--- config.mk ---
export PLATFORM = sky130hd
export DESIGN_NAME = resta_serial_nbits_flat
export DESIGN_NICKNAME = d
export VERILOG_FILES = /design/src/rtl/resta_serial_nbits_if.sv /design/src/rtl/resta_serial_nbits.sv /design/src/flat_wrapper.sv
export SDC_FILE = /design/constraint.sdc
export NUM_CORES = 1
export LEC_CHECK = 0
export CORE_MARGIN = 8
export CORE_UTILIZATION = 40
export DETAILED_ROUTE_END_ITERATION = 10
export PLACE_DENSITY_LB_ADDON = 0.15
export SYNTH_ARGS = -nofsm -noshare
export SYNTH_HDL_FRONTEND = slang
export SYNTH_SLANG_ARGS = --single-unit
--- constraint.sdc ---
create_clock -name clk -period 4 [get_ports clk]
set_clock_uncertainty 0.15 [all_clocks]
set_input_delay 0.6 -clock clk [delete_from_list [all_inputs] [get_ports clk]]
set_output_delay 0.6 -clock clk [all_outputs]
set_load 0.01 [all_outputs]
--- src/rtl/resta_serial_nbits_if.sv ---
// Start/done handshake bundle for the bit-serial subtractor.
// Latency: none; wires only. The controller drives start/operands, the subtractor drives status/result.
// Backpressure: none; a start is taken only in IDLE and dropped otherwise. V exists only with SUB_OVF_EN.
interface resta_serial_nbits_if #(
    parameter int WIDTH = 4
);
    logic             start;
    logic [WIDTH-1:0] A;
    logic [WIDTH-1:0] B;
    logic             Bi;
    logic             busy;
    logic             done;
    logic [WIDTH-1:0] D;
    logic             Bo;
`ifdef SUB_OVF_EN
    logic             V;
`endif

    modport master (
        output start, A, B, Bi,
`ifdef SUB_OVF_EN
        input  V,
`endif
        input  busy, done, D, Bo
    );

    modport slave (
        input  start, A, B, Bi,
`ifdef SUB_OVF_EN
        output V,
`endif
        output busy, done, D, Bo
    );
endinterface

--- src/rtl/resta_serial_nbits.sv ---
// Bit-serial subtractor D = A - B - Bi, one bit per clock, LSB first. Optional V output under SUB_OVF_EN.
// Latency: the start edge is edge 0, and done pulses in the cycle after edge WIDTH. Throughput is 1 op per WIDTH+2 cycles.
// Backpressure: none; start is ignored while busy or in DONE. D/Bo/V hold until the next result.
module resta_serial_nbits #(
    parameter int WIDTH = 4
) (
    input  logic                 clk,
    input  logic                 rst,
    resta_serial_nbits_if.slave  bus
);
    localparam int CW = (WIDTH > 2) ? $clog2(WIDTH) : 1;

    typedef enum logic [1:0] {
        S_IDLE  = 2'd0,
        S_SHIFT = 2'd1,
        S_DONE  = 2'd2
    } state_t;

    state_t           r_state;
    state_t           w_next_state;

    logic [WIDTH-1:0] r_a;
    logic [WIDTH-1:0] r_b;
    logic [WIDTH-1:0] r_res;
    logic             r_borrow;
    logic [CW-1:0]    r_cnt;
    logic [WIDTH-1:0] r_d;
    logic             r_bo;
`ifdef SUB_OVF_EN
    logic             r_a_msb;
    logic             r_b_msb;
    logic             r_v;
`endif

    // One full-subtractor cell fed by the operand LSBs and the registered borrow
    logic             w_a;
    logic             w_b;
    logic             w_d;
    logic             w_bout;
    logic             w_last;
    logic [WIDTH-1:0] w_res_next;

    assign w_a        = r_a[0];
    assign w_b        = r_b[0];
    assign w_d        = w_a ^ w_b ^ r_borrow;
    assign w_bout     = (~w_a & w_b) | (~(w_a ^ w_b) & r_borrow);
    assign w_last     = (r_state == S_SHIFT) && (r_cnt == CW'(WIDTH - 1));
    assign w_res_next = {w_d, r_res[WIDTH-1:1]};

    // State register
    always_ff @(posedge clk) begin
        if (rst) r_state <= S_IDLE;
        else     r_state <= w_next_state;
    end

    // Next-state logic; start is only looked at in IDLE
    always_comb begin
        w_next_state = r_state;
        case (r_state)
            S_IDLE:  if (bus.start) w_next_state = S_SHIFT;
            S_SHIFT: if (w_last)    w_next_state = S_DONE;
            S_DONE:                 w_next_state = S_IDLE;
            default:                w_next_state = S_IDLE;
        endcase
    end

    // Status outputs decoded from state
    always_comb begin
        bus.busy = (r_state == S_SHIFT);
        bus.done = (r_state == S_DONE);
    end

    assign bus.D  = r_d;
    assign bus.Bo = r_bo;
`ifdef SUB_OVF_EN
    assign bus.V  = r_v;
`endif

    // Datapath: latch operands on accept, shift one bit per SHIFT cycle, publish result on entry to DONE
    always_ff @(posedge clk) begin
        if (rst) begin
            r_a      <= '0;
            r_b      <= '0;
            r_res    <= '0;
            r_borrow <= 1'b0;
            r_cnt    <= '0;
            r_d      <= '0;
            r_bo     <= 1'b0;
`ifdef SUB_OVF_EN
            r_a_msb  <= 1'b0;
            r_b_msb  <= 1'b0;
            r_v      <= 1'b0;
`endif
        end else begin
            case (r_state)
                S_IDLE: begin
                    if (bus.start) begin
                        r_a      <= bus.A;
                        r_b      <= bus.B;
                        r_borrow <= bus.Bi;
                        r_res    <= '0;
                        r_cnt    <= '0;
`ifdef SUB_OVF_EN
                        r_a_msb  <= bus.A[WIDTH-1];
                        r_b_msb  <= bus.B[WIDTH-1];
`endif
                    end
                end
                S_SHIFT: begin
                    r_res    <= w_res_next;
                    r_a      <= r_a >> 1;
                    r_b      <= r_b >> 1;
                    r_borrow <= w_bout;
                    r_cnt    <= r_cnt + 1'b1;
                    if (w_last) begin
                        r_d  <= w_res_next;
                        r_bo <= w_bout;
`ifdef SUB_OVF_EN
                        // The last computed bit is the result MSB
                        r_v  <= (r_a_msb != r_b_msb) && (w_d != r_a_msb);
`endif
                    end
                end
                default: ;
            endcase
        end
    end
endmodule

--- src/flat_wrapper.sv ---
// flat-port wrapper written by rule: the top's interface ports become plain ports
module resta_serial_nbits_flat 
#(
    parameter int WIDTH = 4
)
  (clk, rst, bus_start, bus_A, bus_B, bus_Bi, bus_busy, bus_done, bus_D, bus_Bo);
  resta_serial_nbits_if #(.WIDTH(WIDTH)) bus_i ();
  input  logic clk;
  input  logic rst;
  input wire logic [$bits(bus_i.start)-1:0] bus_start;
  input wire logic [$bits(bus_i.A)-1:0] bus_A;
  input wire logic [$bits(bus_i.B)-1:0] bus_B;
  input wire logic [$bits(bus_i.Bi)-1:0] bus_Bi;
  output wire logic [$bits(bus_i.busy)-1:0] bus_busy;
  output wire logic [$bits(bus_i.done)-1:0] bus_done;
  output wire logic [$bits(bus_i.D)-1:0] bus_D;
  output wire logic [$bits(bus_i.Bo)-1:0] bus_Bo;
  assign bus_i.start = bus_start;
  assign bus_i.A = bus_A;
  assign bus_i.B = bus_B;
  assign bus_i.Bi = bus_Bi;
  assign bus_busy = bus_i.busy;
  assign bus_done = bus_i.done;
  assign bus_D = bus_i.D;
  assign bus_Bo = bus_i.Bo;
  resta_serial_nbits #(.WIDTH(WIDTH)) u_core (.clk(clk), .rst(rst), .bus(bus_i));
endmodule
==> run_summary.xml, run 1 <==
<?xml version="1.0" encoding="UTF-8"?>
<metrics>
  <group name="run_status">
    <metric name="run_status" unit="">finished clean</metric>
  </group>
  <group name="timing">
    <metric name="hold_viol_final" unit="">0</metric>
    <metric name="achievable-frequency" unit="MHz">380</metric>
    <metric name="rsz0062_at_grt" unit="">no</metric>
    <metric name="maxSlewHeadroom" unit="">0.473</metric>
    <metric name="maxSlewViolCount" unit="">0</metric>
    <metric name="finalSetupTns" unit="ps">0</metric>
    <metric name="tightestPinTransition" unit="ps">787</metric>
    <metric name="layout_min_cycle_time" unit="ps">2630</metric>
    <metric name="report.final.setup_viol" unit="">0</metric>
    <metric name="final.hold.worst_slack" unit="ps">308</metric>
    <metric name="min_period_over_period" unit="">0.659</metric>
  </group>
  <group name="power">
    <metric name="vdd_drop_max" unit="V">0.000227</metric>
    <metric name="p_leak" unit="uW">0.000416</metric>
    <metric name="power.sequential.fraction" unit="">0.601</metric>
    <metric name="power.share.combinational" unit="">0.138</metric>
    <metric name="switching_share" unit="">0.250</metric>
    <metric name="power.internal" unit="uW">286</metric>
    <metric name="powerDensity" unit="mW/mm^2">347</metric>
    <metric name="switching_power_total" unit="uW">95.3</metric>
    <metric name="pwr-share-clk" unit="">0.261</metric>
  </group>
  <group name="detailed_routing">
    <metric name="drt_pre_antenna_iters" unit="">4</metric>
    <metric name="drt.antenna.violating_nets" unit="">0</metric>
    <metric name="route.detailed.wl_per_inst" unit="um">12.7</metric>
    <metric name="viasPerCell" unit="">4.92</metric>
    <metric name="drc" unit="">0</metric>
    <metric name="total_wire_length" unit="mm">1.82</metric>
    <metric name="via_count" unit="">703</metric>
    <metric name="drt_iter0_drc" unit="">27</metric>
  </group>
  <group name="clock_network">
    <metric name="cts-root-to-sink-buffers" unit="">2</metric>
    <metric name="worst_skew_pair.late_latency" unit="ps">300</metric>
    <metric name="cts_made_buffers" unit="">3</metric>
    <metric name="cts.root.buffer_cell" unit="">sky130_fd_sc_hd__clkbuf_4</metric>
    <metric name="ctsResizeCount" unit="">0</metric>
    <metric name="clock_tree.htree_level_count" unit="">1</metric>
    <metric name="cts.repair_timing.setup_buffer_count" unit="">0</metric>
    <metric name="cts_tree" unit="">yes</metric>
    <metric name="hold_buffers" unit="">0</metric>
    <metric name="clkSlewWorstSetupHoldPaths" unit="ps">110</metric>
    <metric name="cts_sinks" unit="">21</metric>
  </group>
  <group name="logic_synthesis">
    <metric name="synth_area" unit="um^2">885</metric>
    <metric name="postSynthRegisterBits" unit="">21</metric>
    <metric name="postSynthNetCount" unit="">111</metric>
    <metric name="syn-mean-instance-area" unit="um^2">9.12</metric>
    <metric name="top_ff_cell_synth" unit="">sky130_fd_sc_hd__dfxtp_1</metric>
    <metric name="synth_sequential_area_ratio" unit="">0.475</metric>
    <metric name="ys_top_cells_by_count" unit="">21 x sky130_fd_sc_hd__dfxtp_1, 21 x sky130_fd_sc_hd__nor2_1, 6 x sky130_fd_sc_hd__a21oi_1, 6 x sky130_fd_sc_hd__mux2i_1, 5 x sky130_fd_sc_hd__a211oi_1</metric>
    <metric name="synth.distinct_cells" unit="">25</metric>
    <metric name="netlist.top_cell.by_area" unit="">sky130_fd_sc_hd__dfxtp_1</metric>
    <metric name="synth_area_leaders" unit="">sky130_fd_sc_hd__dfxtp_1 48%, sky130_fd_sc_hd__nor2_1 8.9%, sky130_fd_sc_hd__mux2i_1 6.8%</metric>
    <metric name="synth-async-reset-ratio" unit="">0</metric>
    <metric name="synth_edf_count" unit="">0</metric>
    <metric name="netlist_instances" unit="">97</metric>
    <metric name="yosys_warnings" unit="">0</metric>
    <metric name="synth_largest_type_area_fraction" unit="">0.475</metric>
  </group>
  <group name="finish">
    <metric name="number_of_non_filler_instances_in_the_completed_layout" unit="">143</metric>
    <metric name="final_core_utilization" unit="">0.512</metric>
    <metric name="nNetsFinal" unit="">130</metric>
    <metric name="post_route_cells_drive_above_1_share" unit="">0.0696</metric>
    <metric name="n_fill_cell" unit="">215</metric>
    <metric name="diodes" unit="">0</metric>
    <metric name="final_design_area_no_fill" unit="mm^2">0.00110</metric>
    <metric name="flow.area_growth_from_synthesis" unit="%">24.3</metric>
  </group>
  <group name="critical_path">
    <metric name="worst_path_arrival" unit="ps">1880</metric>
    <metric name="worstSetupStartpointType" unit="">register</metric>
    <metric name="timing.reg2reg.worst_path_depth" unit="">3</metric>
    <metric name="worst_path_dominant_cell_family" unit="">flip-flops</metric>
    <metric name="timing.critical_path.from" unit="">u_core.r_state[0]</metric>
    <metric name="worst-r2r-setup-slack" unit="ps">2320</metric>
    <metric name="worstSetupEndpoint" unit="">bus_busy</metric>
    <metric name="cpPeakStageDelay" unit="ps">740</metric>
    <metric name="critical_path_class" unit="">register to primary output</metric>
    <metric name="critPathRequiredTime" unit="ps">3250</metric>
    <metric name="critical_path.slowest_cell" unit="">sky130_fd_sc_hd__dfxtp_1</metric>
    <metric name="critical_path.reg2reg.startpoint" unit="">u_core.r_state[0]</metric>
    <metric name="setup.worst_path.end_class" unit="">primary output</metric>
    <metric name="path_depth" unit="">3</metric>
    <metric name="critical_path_buf_inv_count" unit="">2</metric>
    <metric name="crit_fanout" unit="">14</metric>
    <metric name="capture_point_of_the_worst_reg_to_reg_path" unit="">u_core.r_a[1]</metric>
    <metric name="timing.critical_path.cells" unit="">nand2b_4, inv_2, clkdlybuf4s50_1</metric>
  </group>
  <group name="grt">
    <metric name="first_pass_grt_wire_length" unit="mm">3.14</metric>
    <metric name="grt_start_max_net_pins" unit="">22</metric>
    <metric name="antenna_found_initial" unit="">0</metric>
    <metric name="vias_in_the_first_global_route" unit="">721</metric>
    <metric name="global_route.usage.total" unit="">0.0951</metric>
    <metric name="globalRoute.totalOverflow" unit="">0</metric>
  </group>
  <group name="die">
    <metric name="floorplan.die.height" unit="um">63.0</metric>
    <metric name="initial_utilization" unit="">0.412</metric>
    <metric name="core" unit="mm^2">0.00215</metric>
    <metric name="die_x" unit="um">63.0</metric>
    <metric name="placementRows" unit="">17</metric>
    <metric name="die_area" unit="mm^2">0.00397</metric>
    <metric name="boundaryPins" unit="">19</metric>
  </group>
  <group name="place">
    <metric name="post_dp_cell_area" unit="mm^2">0.00107</metric>
    <metric name="placed_cells_incl_taps" unit="">139</metric>
    <metric name="dp_hpwl" unit="mm">1.27</metric>
    <metric name="io_buffer_count" unit="">18</metric>
    <metric name="finalWeightedCongestion" unit="">0.751</metric>
  </group>
  <group name="worst_hold_path">
    <metric name="min_path_type" unit="">register to register</metric>
  </group>
  <group name="job">
    <metric name="maxCapViolCount" unit="">0</metric>
  </group>
</metrics>
-- registers in the layout (all words and copies together) (netlist names) --
name / flops
u_core.bus.Bo: 1
u_core.r_cnt: 2
u_core.r_res: 3
u_core.r_a: 4
u_core.r_b: 4
u_core.bus.D: 4
u_core.r_borrow: 1
u_core.r_state: 2
-- power groups by stage --
stage	registers [uW]	logic (uW)	clock network [uW]
2_1_floorplan	230	37.8	0
3_3_place_gp	234	52.6	0
3_5_place_dp	234	53.7	0
4_1_cts	229	53.9	105
5_1_grt	231	59.0	113
6_report	229	52.7	99.5
-- cells in the final DEF, fill, tap and decap left out, drive strengths merged --
cell           count
o21ba              1
nand2              4
o21bai             1
inv                5
nand2b             1
nor2              21
a21oi              6
nor3               1
a211oi             5
mux2i              6
nor4               3
clkbuf             4
o21ai              2
fa                 1
a22oi              4
nor2b              2
dfxtp             21
nand3b             3
clkdlybuf4s50     18
ha                 1
or3b               1
nand3              4
-- how the worst min path moves through the flow --
| stage | startpoint | to | slack, ps | cells past startpoint |
|---|---|---|---|---|
| floorplan | u_core.r_res[1] | u_core.bus.D[0] | 290 | 2 |
| global placement | u_core.bus.D[1] | u_core.bus.D[1] | 290 | 2 |
| detailed placement | u_core.bus.D[1] | u_core.bus.D[1] | 300 | 2 |
| CTS | u_core.bus.D[1] | u_core.bus.D[1] | 310 | 2 |
| global route | u_core.bus.D[3] | u_core.bus.D[3] | 340 | 2 |
| finish | u_core.bus.D[1] | u_core.bus.D[1] | 310 | 2 |
-- cell families after synthesis --
family                   share of synthesized area
buffers and inverters                       0.0509
multiplexers                                0.0679
AND/OR/NAND/NOR                              0.228
adder cells (fa/ha/maj)                     0.0368
AO/OA/AOI/OAI                                0.141
flip-flops                                   0.475
-- per-stage QoR --
| stage | power (uW) | worst slack [ps] |
|---|---|---|
| floorplan | 268 | 2500 |
| global placement | 286 | 1760 |
| detailed placement | 288 | 1690 |
| CTS | 389 | 1360 |
| global route | 403 | 1250 |
| finish | 382 | 1370 |
-- metal layers --
layer	global-route usage	vias up	part of all wire
li1	-	370	-
met5	0	-	0
met1	0.110	318	0.48
met4	0.0256	0	0.0066
met3	0.0412	2	0.047
met2	0.155	13	0.47
-- area by class of cell --
type	instances	area, um^2	share of cell area
flip-flops and latches	21	420	0.382
repair buffers	18	180	0.164
well taps	28	35.0	0.0319
multi-input cells	67	419	0.381
clock buffers	4	26.3	0.0239
inverters	5	18.8	0.0171
-- tightest hold or removal path: stages, from the launching register on --
cell and delay (ps):
sky130_fd_sc_hd__dfxtp_1 320, sky130_fd_sc_hd__nand2_1 50, sky130_fd_sc_hd__a21oi_1 50
Power figures use the tool's default switching activity.
==> run 2, diff against run 1 <==
Clock period 4 ns to 2.15 ns, I/O delays scaled along.
==> run 2 against run 1 <==
Final area up 1.5%. Critical endpoint unchanged. Routed wire length fell by 0.33%. Sequential power rose by 84%. Combinational power rose by 100%. Clock power up 88%. Register-to-register slack worse by 1700 ps. Flip-flop and latch count did not move. Critical path depth stayed put. Die area stayed put. Non-clock buffer count up 2.
==> run_summary.xml, run 2 (synthesis gave the netlist of run 1 again) <==
<?xml version="1.0" encoding="UTF-8"?>
<metrics>
  <group name="finish">
    <metric name="post_route_cells_drive_above_1_share" unit="">0.0940</metric>
    <metric name="most_used_cells_in_the_layout_excluding_fill_and_tap_cells" unit="">21 x sky130_fd_sc_hd__nor2_1, 21 x sky130_fd_sc_hd__dfxtp_1, 18 x sky130_fd_sc_hd__clkdlybuf4s50_1</metric>
    <metric name="nNetsFinal" unit="">132</metric>
    <metric name="diodes" unit="">0</metric>
    <metric name="flow.area_growth_from_synthesis" unit="%">26.2</metric>
    <metric name="area_taken_by_multi_input_logic_gates" unit="um^2">419</metric>
    <metric name="final-seq-area" unit="um^2">420</metric>
    <metric name="n_fill_cell" unit="">221</metric>
  </group>
  <group name="timing">
    <metric name="finalSetupTns" unit="ps">0</metric>
    <metric name="maxSlewViolCount" unit="">0</metric>
    <metric name="min_period_over_period" unit="">0.958</metric>
    <metric name="layout_min_cycle_time" unit="ps">2060</metric>
    <metric name="achievable-frequency" unit="MHz">485</metric>
    <metric name="report.final.setup_viol" unit="">0</metric>
    <metric name="maxSlewHeadroom" unit="">0.753</metric>
    <metric name="hold_viol_final" unit="">0</metric>
    <metric name="tightestPinTransition" unit="ps">370</metric>
    <metric name="rsz0062_at_grt" unit="">no</metric>
  </group>
  <group name="power">
    <metric name="powerDensity" unit="mW/mm^2">642</metric>
    <metric name="p_leak" unit="uW">0.000428</metric>
    <metric name="vdd_drop_max" unit="V">0.000273</metric>
    <metric name="post-layout-total-power" unit="uW">716</metric>
  </group>
  <group name="critical_path">
    <metric name="worstSetupStartpointType" unit="">register</metric>
    <metric name="worst-r2r-setup-slack" unit="ps">630</metric>
    <metric name="worst_path_arrival" unit="ps">1590</metric>
    <metric name="critPathRequiredTime" unit="ps">1680</metric>
    <metric name="timing.reg2reg.worst_path_depth" unit="">4</metric>
    <metric name="critical_path_class" unit="">register to primary output</metric>
    <metric name="critical_path.reg2reg.startpoint" unit="">u_core.r_state[0]</metric>
    <metric name="crit_fanout" unit="">10</metric>
    <metric name="capture_point_of_the_worst_reg_to_reg_path" unit="">u_core.r_b[2]</metric>
    <metric name="setup.worst_path.end_class" unit="">primary output</metric>
  </group>
  <group name="worst_hold_path">
    <metric name="holdPathEnd" unit="">u_core.bus.D[0]</metric>
    <metric name="min_path_type" unit="">register to register</metric>
    <metric name="hold_depth" unit="">2</metric>
    <metric name="min_from" unit="">u_core.bus.D[0]</metric>
  </group>
  <group name="clock_network">
    <metric name="cts_sinks" unit="">21</metric>
    <metric name="ctsResizeCount" unit="">0</metric>
    <metric name="cts-root-to-sink-buffers" unit="">2</metric>
    <metric name="worst_skew_pair.late_latency" unit="ps">300</metric>
    <metric name="cts.repair_timing.setup_buffer_count" unit="">0</metric>
    <metric name="hold_buffers" unit="">0</metric>
    <metric name="cts_tree" unit="">yes</metric>
    <metric name="cts.root.buffer_cell" unit="">sky130_fd_sc_hd__clkbuf_4</metric>
    <metric name="clkSlewWorstSetupHoldPaths" unit="ps">120</metric>
    <metric name="cts_made_buffers" unit="">3</metric>
    <metric name="clock_tree.htree_level_count" unit="">1</metric>
  </group>
  <group name="detailed_routing">
    <metric name="drc" unit="">0</metric>
    <metric name="viasPerCell" unit="">4.89</metric>
    <metric name="drt.antenna.violating_nets" unit="">0</metric>
    <metric name="via_count" unit="">709</metric>
    <metric name="drt_iter0_drc" unit="">10</metric>
    <metric name="total_wire_length" unit="mm">1.82</metric>
    <metric name="route.detailed.wl_per_inst" unit="um">12.5</metric>
    <metric name="drt_pre_antenna_iters" unit="">4</metric>
  </group>
  <group name="place">
    <metric name="dp_hpwl" unit="mm">1.27</metric>
    <metric name="finalWeightedCongestion" unit="">0.734</metric>
    <metric name="io_buffer_count" unit="">18</metric>
  </group>
  <group name="grt">
    <metric name="globalRoute.totalOverflow" unit="">0</metric>
    <metric name="grt_start_max_net_pins" unit="">22</metric>
    <metric name="first_pass_grt_wire_length" unit="mm">3.12</metric>
    <metric name="antenna_found_initial" unit="">0</metric>
    <metric name="global_route.usage.total" unit="">0.0948</metric>
    <metric name="vias_in_the_first_global_route" unit="">719</metric>
  </group>
  <group name="die">
    <metric name="die_x" unit="um">63.0</metric>
    <metric name="core" unit="mm^2">0.00215</metric>
    <metric name="die_area" unit="mm^2">0.00397</metric>
    <metric name="placementRows" unit="">17</metric>
    <metric name="boundaryPins" unit="">19</metric>
    <metric name="initial_utilization" unit="">0.412</metric>
    <metric name="floorplan.die.height" unit="um">63.0</metric>
  </group>
  <group name="run_status">
    <metric name="run_status" unit="">finished clean</metric>
  </group>
  <group name="job">
    <metric name="maxCapViolCount" unit="">0</metric>
  </group>
</metrics>
## run 2: cell count changes in the layout (fill, tap and decap cells not counted), sizes merged
cell | previous run | this run
buf | 0 | 2
clkbuf | 4 | 3
clkinv | 0 | 1
## run 2: worst max path at each step
stage	from	to	slack [ps]	depth (start not counted)
after floorplan	u_core.r_b[0]	u_core.r_res[3]	830	4
after global placement	bus_start	u_core.r_b[2]	330	4
after detailed placement	bus_start	u_core.r_b[2]	300	4
after CTS	u_core.r_state[1]	bus_busy	70	3
after global routing	u_core.r_state[1]	bus_busy	10	3
final	u_core.r_state[1]	bus_busy	90	3
## run 2: per-layer routing
metal	vias up	track usage	share of wire
met5	-	0	0
met4	0	0.0513	0.0099
met1	325	0.110	0.49
li1	373	-	-
met2	9	0.152	0.46
met3	2	0.0269	0.036
## run 2: critical path, cell delays in order (launching register included)
cell	delay, ps
sky130_fd_sc_hd__dfxtp_1	400
sky130_fd_sc_hd__nand2b_4	180
sky130_fd_sc_hd__inv_2	140
sky130_fd_sc_hd__clkdlybuf4s50_1	560
## run 2: area by class of cell
| type | instances | share of cell area |
|---|---|---|
| clock buffers | 3 | 0.0202 |
| multi-input cells | 67 | 0.376 |
| clock inverters | 1 | 0.00448 |
| well taps | 28 | 0.0314 |
| flip-flops and latches | 21 | 0.377 |
| inverters | 5 | 0.0168 |
| repair buffers | 20 | 0.175 |
## run 2: through the flow
step	instances	instance area, um^2	utilization	hold slack [ps]	setup slack [ps]
floorplan	97	885	-	251	826
global placement	141	1090	0.507	293	326
detailed placement	141	1090	0.507	296	302
CTS	145	1120	0.520	313	65.1
global route	145	1120	0.520	330	13.2
finish	145	1120	0.520	309	89.9
## run 2: power breakdown
part / total (uW) / switching [uW] / internal [uW]
clock: 187 / 118 / 69.3
sequential: 422 / 12.6 / 409
combinational: 108 / 53.1 / 54.8
total: 716 / 183 / 533
==> run 3, diff against run 2 <==
Settings changed: SETUP_SLACK_MARGIN set to 0.5.
==> run 3 against run 2 <==
Clock power is essentially flat. Critical path depth is the same. Maximum frequency grew 31%. Worst setup slack gained 480 ps. First-iteration DRC count grew 50%.
==> run_summary.xml, run 3 (synthesis gave the netlist of run 1 again) <==
<?xml version="1.0" encoding="UTF-8"?>
<metrics>
  <group name="power">
    <metric name="powerDensity" unit="mW/mm^2">646</metric>
    <metric name="vdd_drop_max" unit="V">0.000274</metric>
    <metric name="p_leak" unit="uW">0.000459</metric>
    <metric name="post-layout-total-power" unit="uW">717</metric>
  </group>
  <group name="clock_network">
    <metric name="worst_skew_pair.late_latency" unit="ps">300</metric>
    <metric name="clkSlewWorstSetupHoldPaths" unit="ps">120</metric>
    <metric name="cts_sinks" unit="">21</metric>
    <metric name="cts-root-to-sink-buffers" unit="">2</metric>
    <metric name="cts_made_buffers" unit="">3</metric>
    <metric name="cts.repair_timing.setup_buffer_count" unit="">0</metric>
    <metric name="cts.root.buffer_cell" unit="">sky130_fd_sc_hd__clkbuf_4</metric>
    <metric name="cts_tree" unit="">yes</metric>
    <metric name="clock_tree.htree_level_count" unit="">1</metric>
  </group>
  <group name="detailed_routing">
    <metric name="via_count" unit="">710</metric>
    <metric name="total_wire_length" unit="mm">1.82</metric>
    <metric name="drc" unit="">0</metric>
    <metric name="route.detailed.wl_per_inst" unit="um">12.5</metric>
    <metric name="viasPerCell" unit="">4.90</metric>
    <metric name="drt.antenna.violating_nets" unit="">0</metric>
    <metric name="drt_iter0_drc" unit="">15</metric>
    <metric name="drt_pre_antenna_iters" unit="">4</metric>
  </group>
  <group name="critical_path">
    <metric name="critical_path.slowest_cell" unit="">sky130_fd_sc_hd__dfxtp_4</metric>
    <metric name="cpPeakStageDelay" unit="ps">390</metric>
    <metric name="worstSetupStartpointType" unit="">register</metric>
    <metric name="worst_path_arrival" unit="ps">1100</metric>
    <metric name="critPathRequiredTime" unit="ps">1680</metric>
    <metric name="setup.worst_path.end_class" unit="">primary output</metric>
    <metric name="critical_path.reg2reg.startpoint" unit="">u_core.r_state[0]</metric>
    <metric name="timing.critical_path.cells" unit="">nand2b_4, inv_4, clkbuf_2</metric>
    <metric name="capture_point_of_the_worst_reg_to_reg_path" unit="">u_core.r_b[2]</metric>
    <metric name="timing.reg2reg.worst_path_depth" unit="">4</metric>
    <metric name="worst-r2r-setup-slack" unit="ps">630</metric>
    <metric name="critical_path_class" unit="">register to primary output</metric>
    <metric name="crit_fanout" unit="">10</metric>
  </group>
  <group name="timing">
    <metric name="hold_viol_final" unit="">0</metric>
    <metric name="final.hold.worst_slack" unit="ps">306</metric>
    <metric name="layout_min_cycle_time" unit="ps">1580</metric>
    <metric name="report.final.setup_viol" unit="">0</metric>
    <metric name="achievable-frequency" unit="MHz">634</metric>
    <metric name="timing.final.ws_setup" unit="ps">573</metric>
    <metric name="maxSlewViolCount" unit="">0</metric>
    <metric name="tightestPinTransition" unit="ps">373</metric>
    <metric name="rsz0062_at_grt" unit="">no</metric>
    <metric name="min_period_over_period" unit="">0.734</metric>
    <metric name="maxSlewHeadroom" unit="">0.751</metric>
    <metric name="finalSetupTns" unit="ps">0</metric>
  </group>
  <group name="die">
    <metric name="placementRows" unit="">17</metric>
    <metric name="initial_utilization" unit="">0.412</metric>
    <metric name="floorplan.die.height" unit="um">63.0</metric>
    <metric name="die_x" unit="um">63.0</metric>
    <metric name="die_area" unit="mm^2">0.00397</metric>
    <metric name="boundaryPins" unit="">19</metric>
    <metric name="core" unit="mm^2">0.00215</metric>
  </group>
  <group name="finish">
    <metric name="most_used_cells_in_the_layout_excluding_fill_and_tap_cells" unit="">21 x sky130_fd_sc_hd__nor2_1, 20 x sky130_fd_sc_hd__dfxtp_1, 11 x sky130_fd_sc_hd__clkdlybuf4s50_1</metric>
    <metric name="final_design_area_no_fill" unit="mm^2">0.00111</metric>
    <metric name="n_fill_cell" unit="">223</metric>
    <metric name="flow.area_growth_from_synthesis" unit="%">25.5</metric>
    <metric name="diodes" unit="">0</metric>
    <metric name="layout.cells.most_common" unit="">sky130_fd_sc_hd__nor2_1</metric>
    <metric name="nNetsFinal" unit="">132</metric>
    <metric name="post_route_cells_drive_above_1_share" unit="">0.111</metric>
  </group>
  <group name="worst_hold_path">
    <metric name="min_from" unit="">u_core.bus.D[0]</metric>
    <metric name="holdPathEnd" unit="">u_core.bus.D[0]</metric>
    <metric name="min_path_type" unit="">register to register</metric>
    <metric name="hold_depth" unit="">2</metric>
  </group>
  <group name="grt">
    <metric name="globalRoute.totalOverflow" unit="">0</metric>
    <metric name="grt_start_max_net_pins" unit="">22</metric>
    <metric name="first_pass_grt_wire_length" unit="mm">3.12</metric>
    <metric name="antenna_found_initial" unit="">0</metric>
    <metric name="vias_in_the_first_global_route" unit="">724</metric>
    <metric name="global_route.usage.total" unit="">0.0948</metric>
  </group>
  <group name="place">
    <metric name="io_buffer_count" unit="">18</metric>
    <metric name="post_dp_cell_area" unit="mm^2">0.00109</metric>
    <metric name="finalWeightedCongestion" unit="">0.734</metric>
    <metric name="dp_hpwl" unit="mm">1.27</metric>
    <metric name="post-place-ws" unit="ps">302</metric>
  </group>
  <group name="run_status">
    <metric name="run_status" unit="">finished clean</metric>
  </group>
  <group name="job">
    <metric name="maxCapViolCount" unit="">0</metric>
  </group>
</metrics>
[run 3: changes by cell type in the layout (fill, tap and decap cells not counted), sizes merged]
cell           change
clkbuf             +1
clkdlybuf4s50      -7
dlygate4sd2        +6
[run 3: area by class of cell]
cell class	count	area [um^2]	area share
timing repair buffer	20	183	0.165
sequential	21	424	0.382
tap	28	35.0	0.0316
clock inverter	1	5.00	0.00451
inverter	5	21.3	0.0192
clock buffer	3	22.5	0.0203
multi-input combinational	67	419	0.378
[run 3: metal layers]
| layer | track usage | wire [um] | vias to the layer above |
|---|---|---|---|
| met5 | 0 | 0 | - |
| met4 | 0.0513 | 18 | 0 |
| met3 | 0.0269 | 66 | 2 |
| met2 | 0.155 | 830 | 9 |
| met1 | 0.108 | 901 | 326 |
| li1 | - | - | 373 |
[run 3: timing repair]
item | CTS | global route
resized for setup | 9 | 3
endpoints found under the setup margin | 7 | 1
hold buffers | 0 | 0
[run 3: report_power, final]
| group | internal, uW | switching, uW | leakage, uW | total (uW) |
|---|---|---|---|---|
| Clock | 69.3 | 120 | 0.0000177 | 189 |
| Combinational | 53.5 | 53.5 | 0.000268 | 107 |
| Sequential | 408 | 12.6 | 0.000173 | 420 |
| Total | 531 | 186 | 0.000459 | 717 |
[run 3: how the worst max path moves through the flow]
stage | from | end | slack, ps | depth (start not counted)
6_report | u_core.r_state[1] | bus_busy | 570 | 3
5_1_grt | u_core.r_state[1] | bus_done | 520 | 2
4_1_cts | u_core.r_state[1] | bus_busy | 380 | 3
3_5_place_dp | bus_start | u_core.r_b[2] | 300 | 4
3_3_place_gp | bus_start | u_core.r_b[2] | 330 | 4
2_1_floorplan | u_core.r_b[0] | u_core.r_res[3] | 830 | 4
[run 3: worst max-delay path, delay by kind of cell, from the launching register on]
kind,cells,cell delay [ps]
AND/OR/NAND/NOR,1,170
buffers and inverters,2,250
flip-flops,1,390
[run 3: stage by stage]
step            util  instances
6_report       0.517        145
3_5_place_dp   0.507        141
3_3_place_gp   0.507        141
5_1_grt        0.517        145
2_1_floorplan      -         97
4_1_cts        0.517        145
